<file path="src/rtl/weight_demux_if.sv">
// Packed-weight in / restored-weight out handshake bundle for weight_demux,
// plus the profiling counter and error sideband.
interface weight_demux_if #(
   parameter int unsigned LANES = 8,
   parameter int unsigned NIB   = 4,
   parameter int unsigned CNT_W = 16
);
   localparam int unsigned LW = $clog2(LANES);

   logic                      in_valid;
   logic                      in_ready;
   logic [LANES*2*NIB-1:0]    packed_i;
   logic                      sel_i;
   logic [2*LW-1:0]           addr_i;
   logic                      out_valid;
   logic                      out_ready;
   logic [LANES*NIB-1:0]      weight_o;
   logic                      sel_o;
   logic [2*LW-1:0]           addr_o;
   logic                      cnt_clr;
   logic [CNT_W-1:0]          outlier_cnt;
   logic                      err_o;

   modport master (
      output in_valid, packed_i, sel_i, addr_i, out_ready, cnt_clr,
      input  in_ready, out_valid, weight_o, sel_o, addr_o, outlier_cnt, err_o
   );

   modport slave (
      input  in_valid, packed_i, sel_i, addr_i, out_ready, cnt_clr,
      output in_ready, out_valid, weight_o, sel_o, addr_o, outlier_cnt, err_o
   );
endinterface

</file>
<file path="src/rtl/weight_demux.sv">
// Restores outlier-packed 8-bit lanes to 4-bit weights through a 2-stage valid/ready pipe.
// Optional sticky protocol checker enabled by defining WDEMUX_ERR_CHK_EN.
module weight_demux #(
   parameter int unsigned LANES = 8,
   parameter int unsigned NIB   = 4,
   parameter int unsigned CNT_W = 16
) (
   input  logic            clk,
   input  logic            rst_n,
   weight_demux_if.slave   bus
);
   localparam int unsigned LW = $clog2(LANES);
   localparam int unsigned PW = 2 * NIB;
   localparam int unsigned WW = LANES * NIB;
   localparam int unsigned AW = 2 * LW;

   logic            rdy_en;
   logic            s1_v, s2_v, s1_load, s2_load;
   logic [WW-1:0]   in_low, s1_low, dec_w, s2_w;
   logic [NIB-1:0]  in_cut, s1_cut;
   logic            s1_sel, s2_sel;
   logic [AW-1:0]   s1_addr, s2_addr;
   logic [CNT_W-1:0] cnt;

   // Hold in_ready low until the first edge after reset release
   always_ff @(posedge clk or negedge rst_n) begin
      if (!rst_n) rdy_en <= 1'b0;
      else        rdy_en <= 1'b1;
   end

   assign s2_load     = !s2_v || bus.out_ready;
   assign s1_load     = !s1_v || s2_load;
   assign bus.in_ready = rdy_en && s1_load;

   // Split incoming lanes into low nibbles and the carrier's high nibble
   always_comb begin
      in_low = '0;
      in_cut = '0;
      for (int j = 0; j < int'(LANES); j++) begin
         in_low[j*NIB +: NIB] = bus.packed_i[j*PW +: NIB];
         if (bus.addr_i[AW-1:LW] == LW'(j))
            in_cut = bus.packed_i[j*PW+NIB +: NIB];
      end
   end

   always_ff @(posedge clk or negedge rst_n) begin
      if (!rst_n) begin
         s1_v    <= 1'b0;
         s1_low  <= '0;
         s1_cut  <= '0;
         s1_sel  <= 1'b0;
         s1_addr <= '0;
      end else if (bus.in_ready) begin
         s1_v <= bus.in_valid;
         if (bus.in_valid) begin
            s1_low  <= in_low;
            s1_cut  <= in_cut;
            s1_sel  <= bus.sel_i;
            s1_addr <= bus.addr_i;
         end
      end
   end

   // Source lane takes the outlier nibble when sel is set
   always_comb begin
      dec_w = s1_low;
      for (int j = 0; j < int'(LANES); j++) begin
         if (s1_sel && (s1_addr[LW-1:0] == LW'(j)))
            dec_w[j*NIB +: NIB] = s1_cut;
      end
   end

   always_ff @(posedge clk or negedge rst_n) begin
      if (!rst_n) begin
         s2_v    <= 1'b0;
         s2_w    <= '0;
         s2_sel  <= 1'b0;
         s2_addr <= '0;
      end else if (s2_load) begin
         s2_v <= s1_v;
         if (s1_v) begin
            s2_w    <= dec_w;
            s2_sel  <= s1_sel;
            s2_addr <= s1_addr;
         end
      end
   end

   assign bus.out_valid   = s2_v;
   assign bus.weight_o    = s2_w;
   assign bus.sel_o       = s2_sel;
   assign bus.addr_o      = s2_addr;
   assign bus.outlier_cnt = cnt;

   // Saturating outlier counter; clear wins over increment
   always_ff @(posedge clk or negedge rst_n) begin
      if (!rst_n)
         cnt <= '0;
      else if (bus.cnt_clr)
         cnt <= '0;
      else if (s2_v && bus.out_ready && s2_sel && (cnt != {CNT_W{1'b1}}))
         cnt <= cnt + CNT_W'(1);
   end

`ifdef WDEMUX_ERR_CHK_EN
   logic in_bad, s1_bad, s2_bad, err_r;

   // Flag stray high nibbles outside the carrier, or a dirty source low nibble
   always_comb begin
      in_bad = 1'b0;
      for (int j = 0; j < int'(LANES); j++) begin
         if ((bus.packed_i[j*PW+NIB +: NIB] != '0) &&
             !(bus.sel_i && (bus.addr_i[AW-1:LW] == LW'(j))))
            in_bad = 1'b1;
         if (bus.sel_i && (bus.addr_i[LW-1:0] == LW'(j)) &&
             (bus.packed_i[j*PW +: NIB] != '0))
            in_bad = 1'b1;
      end
   end

   always_ff @(posedge clk or negedge rst_n) begin
      if (!rst_n) begin
         s1_bad <= 1'b0;
         s2_bad <= 1'b0;
         err_r  <= 1'b0;
      end else begin
         if (bus.in_ready && bus.in_valid) s1_bad <= in_bad;
         if (s2_load && s1_v)              s2_bad <= s1_bad;
         if (bus.cnt_clr)                        err_r <= 1'b0;
         else if (s2_v && bus.out_ready && s2_bad) err_r <= 1'b1;
      end
   end

   assign bus.err_o = err_r;
`else
   assign bus.err_o = 1'b0;
`endif

endmodule
</file>
<file path="src/flat_wrapper.sv">
// flat-port wrapper written by rule: the top's interface ports become plain ports
module weight_demux_flat 
#(
   parameter int unsigned LANES = 8,
   parameter int unsigned NIB   = 4,
   parameter int unsigned CNT_W = 16
)
  (clk, rst_n, bus_in_valid, bus_packed_i, bus_sel_i, bus_addr_i, bus_out_ready, bus_cnt_clr, bus_in_ready, bus_out_valid, bus_weight_o, bus_sel_o, bus_addr_o, bus_outlier_cnt, bus_err_o);
  weight_demux_if #(.LANES(LANES), .NIB(NIB), .CNT_W(CNT_W)) bus_i ();
  input  logic clk;
  input  logic rst_n;
  input wire logic [$bits(bus_i.in_valid)-1:0] bus_in_valid;
  input wire logic [$bits(bus_i.packed_i)-1:0] bus_packed_i;
  input wire logic [$bits(bus_i.sel_i)-1:0] bus_sel_i;
  input wire logic [$bits(bus_i.addr_i)-1:0] bus_addr_i;
  input wire logic [$bits(bus_i.out_ready)-1:0] bus_out_ready;
  input wire logic [$bits(bus_i.cnt_clr)-1:0] bus_cnt_clr;
  output wire logic [$bits(bus_i.in_ready)-1:0] bus_in_ready;
  output wire logic [$bits(bus_i.out_valid)-1:0] bus_out_valid;
  output wire logic [$bits(bus_i.weight_o)-1:0] bus_weight_o;
  output wire logic [$bits(bus_i.sel_o)-1:0] bus_sel_o;
  output wire logic [$bits(bus_i.addr_o)-1:0] bus_addr_o;
  output wire logic [$bits(bus_i.outlier_cnt)-1:0] bus_outlier_cnt;
  output wire logic [$bits(bus_i.err_o)-1:0] bus_err_o;
  assign bus_i.in_valid = bus_in_valid;
  assign bus_i.packed_i = bus_packed_i;
  assign bus_i.sel_i = bus_sel_i;
  assign bus_i.addr_i = bus_addr_i;
  assign bus_i.out_ready = bus_out_ready;
  assign bus_i.cnt_clr = bus_cnt_clr;
  assign bus_in_ready = bus_i.in_ready;
  assign bus_out_valid = bus_i.out_valid;
  assign bus_weight_o = bus_i.weight_o;
  assign bus_sel_o = bus_i.sel_o;
  assign bus_addr_o = bus_i.addr_o;
  assign bus_outlier_cnt = bus_i.outlier_cnt;
  assign bus_err_o = bus_i.err_o;
  weight_demux #(.LANES(LANES), .NIB(NIB), .CNT_W(CNT_W)) u_core (.clk(clk), .rst_n(rst_n), .bus(bus_i));
endmodule
</file>
<file path="config.mk">
export PLATFORM = sky130hd
export DESIGN_NAME = weight_demux_flat
export DESIGN_NICKNAME = d
export VERILOG_FILES = /design/src/rtl/weight_demux_if.sv /design/src/rtl/weight_demux.sv /design/src/flat_wrapper.sv
export SDC_FILE = /design/constraint.sdc
export NUM_CORES = 1
export LEC_CHECK = 0
export CORE_ASPECT_RATIO = 0.9
export CORE_UTILIZATION = 60
export DETAILED_ROUTE_END_ITERATION = 16
export DONT_BUFFER_PORTS = 1
export PLACE_DENSITY = 0.72
export RECOVER_POWER = 100
export SLEW_MARGIN = 20
export SYNTH_ARGS = -nofsm -noshare
export SYNTH_HDL_FRONTEND = slang
export SYNTH_SLANG_ARGS = --single-unit
</file>
<file path="constraint.sdc">
create_clock -name clk -period 4.4 [get_ports clk]
set_input_delay 0.88 -clock clk [delete_from_list [all_inputs] [get_ports clk]]
set_output_delay 0.88 -clock clk [all_outputs]
set_load 0.005 [all_outputs]
</file>
==> flow_summary.html <==
<table>
<tr><th>Metric</th><th>Value</th></tr>
<tr><th colspan="2">Cells and area</th></tr>
<tr><td>Area of combinational cells with multiple inputs</td><td>between 2000 and 2500 µm²</td></tr>
<tr><td>Final Net Count</td><td>roughly 470</td></tr>
<tr><td>Post-Layout Cell Count</td><td>498</td></tr>
<tr><td>Final cell utilization of the core</td><td>approximately two thirds</td></tr>
<tr><td>Share of post-route cells with drive strength above 1</td><td>between 10% and 20%</td></tr>
<tr><td>Area Growth Syn to Fin</td><td>3.95%</td></tr>
<tr><td>Antenna cell count</td><td>0</td></tr>
<tr><td>Number of filler instances in the final layout</td><td>585</td></tr>
<tr><td>Combined flip-flop and latch cell area</td><td>about 2500 µm²</td></tr>
<tr><th colspan="2">Clock network</th></tr>
<tr><td>Clock sinks</td><td>between 100 and 150</td></tr>
<tr><td>Hold-fix buffers, CTS</td><td>0</td></tr>
<tr><td>Clock transition time at the flip-flop clock pins of the worst setup and hold paths</td><td>roughly 0.10 ns</td></tr>
<tr><td>Clk Latency, worst-skew pair</td><td>roughly 0.36 ns</td></tr>
<tr><td>Number of buffers added by the clock tree synthesis step</td><td>9</td></tr>
<tr><td>Post-CTS Setup Repair Bufs</td><td>0</td></tr>
<tr><td>Resize count post-CTS</td><td>0</td></tr>
<tr><td>Max clock buf depth</td><td>2</td></tr>
<tr><td>Root cell of the clock tree</td><td>clkbuf_8</td></tr>
<tr><td>Clock tree from TritonCTS</td><td>built</td></tr>
<tr><td>H-tree depth</td><td>3</td></tr>
<tr><th colspan="2">Pwr</th></tr>
<tr><td>Net switching power of the design</td><td>roughly 0.7 mW</td></tr>
<tr><td>Leakage</td><td>between 2 and 2.5 nW</td></tr>
<tr><td>Clock share of power</td><td>24.8%</td></tr>
<tr><td>Design internal power</td><td>~1.6 mW</td></tr>
<tr><td>Switching power as a share of total power</td><td>between 30% and 40%</td></tr>
<tr><td>Sequential group share of total power</td><td>60.3%</td></tr>
<tr><td>Power per Cell Area</td><td>between 400 and 500 nW/µm²</td></tr>
<tr><td>Worst-case vdd ir drop</td><td>~0.37 mV</td></tr>
<tr><td>Combinational power share</td><td>between 10% and 20%</td></tr>
<tr><th colspan="2">Route</th></tr>
<tr><td>Number of routed nets with antenna violations</td><td>0</td></tr>
<tr><td>Total number of vias</td><td>between 3000 and 4000</td></tr>
<tr><td>Wire length per cell after detailed routing</td><td>18.5 µm</td></tr>
<tr><td>Post-DR vias/cell</td><td>about 6.2</td></tr>
<tr><td>First DRT Iteration DRCs</td><td>approximately 180</td></tr>
<tr><td>Count of unresolved DRC violations after routing</td><td>0</td></tr>
<tr><td>Number of iterations in the first detailed-routing pass</td><td>4</td></tr>
<tr><td>Aggregate routed wire length</td><td>9.21 mm</td></tr>
<tr><th colspan="2">Worst setup path</th></tr>
<tr><td>Maximum fanout along the worst path</td><td>approximately 70</td></tr>
<tr><td>Cell with the largest stage delay on the worst path</td><td>nand2_1</td></tr>
<tr><td>Sequence of cells on the critical path</td><td>nand2b_1 -&gt; nand2_1 -&gt; mux2_2</td></tr>
<tr><td>Worst path top cell family by delay</td><td>simple AND/OR/NAND/NOR gates</td></tr>
<tr><td>CP Launch Type</td><td>input pin</td></tr>
<tr><td>Critical path buffer and inverter count</td><td>0</td></tr>
<tr><td>Data arrival at the endpoint of the critical path</td><td>roughly 3 ns</td></tr>
<tr><td>Worst path required time</td><td>4.63 ns</td></tr>
<tr><td>Critical Path End Type</td><td>flop</td></tr>
<tr><td>Register-to-register setup slack</td><td>approximately 1.8 ns</td></tr>
<tr><td>Delay of the slowest critical-path stage</td><td>about 1.4 ns</td></tr>
<tr><td>Worst setup path class</td><td>input pin to flop</td></tr>
<tr><th colspan="2">Timing</th></tr>
<tr><td>Max-Slew Margin vs Limit</td><td>-30.0%</td></tr>
<tr><td>Final worst slack</td><td>roughly 1.7 ns</td></tr>
<tr><td>Count of final setup violators</td><td>0</td></tr>
<tr><td>Setup TNS</td><td>0 ns</td></tr>
<tr><td>Worst hold slack</td><td>~0.20 ns</td></tr>
<tr><td>Final Hold Viols</td><td>0</td></tr>
<tr><td>Top achievable clock speed</td><td>0.367 GHz</td></tr>
<tr><td>Tcrit/Tclk final</td><td>between 60% and 70%</td></tr>
<tr><td>Layout Skew</td><td>0.0111 ns</td></tr>
<tr><td>Count of final max-slew check failures</td><td>72</td></tr>
<tr><td>Time the worst path needs with I/O delays and setup</td><td>around 2.7 ns</td></tr>
<tr><td>Slew @ Worst Pin</td><td>~1.9 ns</td></tr>
<tr><td>RSZ-0062 raised after global routing</td><td>no</td></tr>
<tr><th colspan="2">Global route</th></tr>
<tr><td>Number of antenna violations at the first check in global routing</td><td>0</td></tr>
<tr><td>Maximum number of pins on one net before global-route repair</td><td>102</td></tr>
<tr><td>Wire length of the first global-routing pass</td><td>about 15 mm</td></tr>
<tr><td>Total GRT Usage</td><td>around a quarter</td></tr>
<tr><td>Vias in the first global route</td><td>~2900</td></tr>
<tr><td>Overflow after GRT</td><td>0</td></tr>
<tr><th colspan="2">Run status</th></tr>
<tr><td>Violated checks</td><td>max-capacitance violations, max-slew violations</td></tr>
<tr><td>Result of the run</td><td>finished, violations left</td></tr>
<tr><th colspan="2">Yosys</th></tr>
<tr><td>Post-Synthesis Mean Instance Area</td><td>between 10 and 15 µm²</td></tr>
<tr><td>Flip-flop and latch count after synthesis</td><td>approximately 100</td></tr>
<tr><td>Yosys Warn Count</td><td>0</td></tr>
<tr><td>Net Count, Synth</td><td>slightly below 500</td></tr>
<tr><td>Distinct cells, synth</td><td>44</td></tr>
<tr><td>Post-Syn Instances</td><td>approximately 410</td></tr>
<tr><td>Ys async rst share</td><td>100%</td></tr>
<tr><td>Post-synth EDFFs</td><td>0</td></tr>
<tr><td>Syn Std Cell Area</td><td>approximately 4700 µm²</td></tr>
<tr><td>Register area share after synthesis</td><td>53.2%</td></tr>
<tr><td>Dominant synthesized flop cell</td><td>dfrtp_1</td></tr>
<tr><th colspan="2">Floorplan</th></tr>
<tr><td>Floorplan Core Area</td><td>around 7600 µm²</td></tr>
<tr><td>Initial standard-cell utilization of the core</td><td>62.3%</td></tr>
<tr><td>Die X-Extent</td><td>between 90 and 100 µm</td></tr>
<tr><td># rows</td><td>30</td></tr>
<tr><td># IOs</td><td>134</td></tr>
<tr><td>Die boundary height</td><td>between 80 and 90 µm</td></tr>
<tr><td>Total Die Area</td><td>8280 µm²</td></tr>
<tr><th colspan="2">Place</th></tr>
<tr><td>Hpwl dp</td><td>6.38 mm</td></tr>
<tr><td>Cells after DPL</td><td>between 400 and 500</td></tr>
<tr><td>PortBufs</td><td>0</td></tr>
<tr><td>Worst slack at placement</td><td>roughly 1.9 ns</td></tr>
<tr><td>Gp weighted congestion</td><td>approximately 0.86</td></tr>
<tr><th colspan="2">Flow run</th></tr>
<tr><td>Reported max-cap violation count</td><td>1</td></tr>
<tr><th colspan="2">Hold path</th></tr>
<tr><td>Worst Hold Class</td><td>input pin to asynchronous set/reset pin</td></tr>
</table>
==> per-layer routing <==
layer,wire length [µm],GRT usage [%],share of wire (%)
met1,4030,31.5,44
met2,4190,35.5,46
met5,0,0,0
met4,126,4.88,1.4
met3,866,9.82,9.4
==> stage by stage <==
stage / instance area (µm²) / power (mW)
detailed placement: 4760 / 1.72
global route: 4940 / 2.39
floorplan: 4750 / 1.61
finish: 4940 / 2.25
CTS: 4950 / 2.27
global placement: 4760 / 1.69
==> cell families after synthesis <==
| kind of cell | count (synthesis) | share of synthesized area (%) |
|---|---|---|
| DFF | 101 | 53.2 |
| other | 2 | 0.158 |
| AOI/OAI and AO/OA | 64 | 7.75 |
| buffers and inverters | 35 | 3.03 |
| and+or+nand+nor | 113 | 12.4 |
| muxes | 98 | 23.2 |
| adders and majority gates | 1 | 0.263 |
==> worst register-to-register path: stages (launching register included) <==
cell      delay [ns]
dfrtp_1         0.44
nand2b_1        0.19
nand2_1         1.11
mux2_2          0.74
==> worst paths after layout <==
path / from / to / cells after the start
worst max-delay path: bus_out_ready / u_core.bus.addr_o[2] / 3
max in group asynchronous: rst_n / u_core.s1_low[15] / 0
worst min-delay path: rst_n / u_core.bus.outlier_cnt[10] / 0
min in group clk: u_core.s1_addr[3] / u_core.s1_addr[3] / 2
worst max register to register: u_core.bus.out_valid / u_core.bus.addr_o[2] / 3
worst min register to register: u_core.s1_addr[3] / u_core.s1_addr[3] / 2
==> placed cells by master, fill, tap and decap left out, types with 7 or more instances in the layout <==
cell      instances
a21oi_1           8
clkbuf_8          9
dfrtp_1         101
mux2_2           55
mux2i_1          39
nand2_1          45
nand3_1           7
nor2_1           14
nor2b_1          14
o21ai_0          39
==> flip-flops by register name, summed over array words and instances, names as in the netlist <==
| register | count |
|---|---|
| u_core.bus.addr_o | 6 |
| u_core.bus.out_valid | 1 |
| u_core.bus.outlier_cnt | 16 |
| u_core.bus.sel_o | 1 |
| u_core.bus.weight_o | 32 |
| u_core.rdy_en | 1 |
| u_core.s1_addr | 6 |
| u_core.s1_cut | 4 |
| u_core.s1_low | 32 |
| u_core.s1_sel | 1 |
| u_core.s1_v | 1 |
==> power groups by stage <==
stage / combinational, mW / clock (mW) / sequential, mW
after floorplan: 0.335 / 0 / 1.28
after global placement: 0.322 / 0 / 1.37
after detailed placement: 0.339 / 0 / 1.38
after CTS: 0.339 / 0.574 / 1.36
after global routing: 0.382 / 0.610 / 1.39
final: 0.336 / 0.560 / 1.36
==> Yosys cell counts, types with 4 or more instances <==
master	number	share of area, %
dfrtp_1	101	53
nand3_1	6	0.63
nor3_1	5	0.53
nor2_1	14	1.1
a211oi_1	4	0.63
clkbuf_1	24	1.9
nand2_1	45	3.6
mux2_2	55	13
a21oi_1	8	0.84
o21ai_0	39	4.1
nor2b_1	14	1.8
nand4_1	4	0.53
mux2i_1	39	8.2
mux4_2	4	1.9
inv_1	6	0.47
==> final cells by class <==
class | count | area share [%]
Sequential cell | 101 | 51.2
Clock inverter | 7 | 1.32
Timing Repair Buffer | 1 | 0.152
Tap cell | 96 | 2.43
Inverter | 6 | 0.456
Multi-Input combinational cell | 278 | 41.9
Clock buffer | 9 | 2.51
No activity file was read; power rests on OpenSTA's default activity.
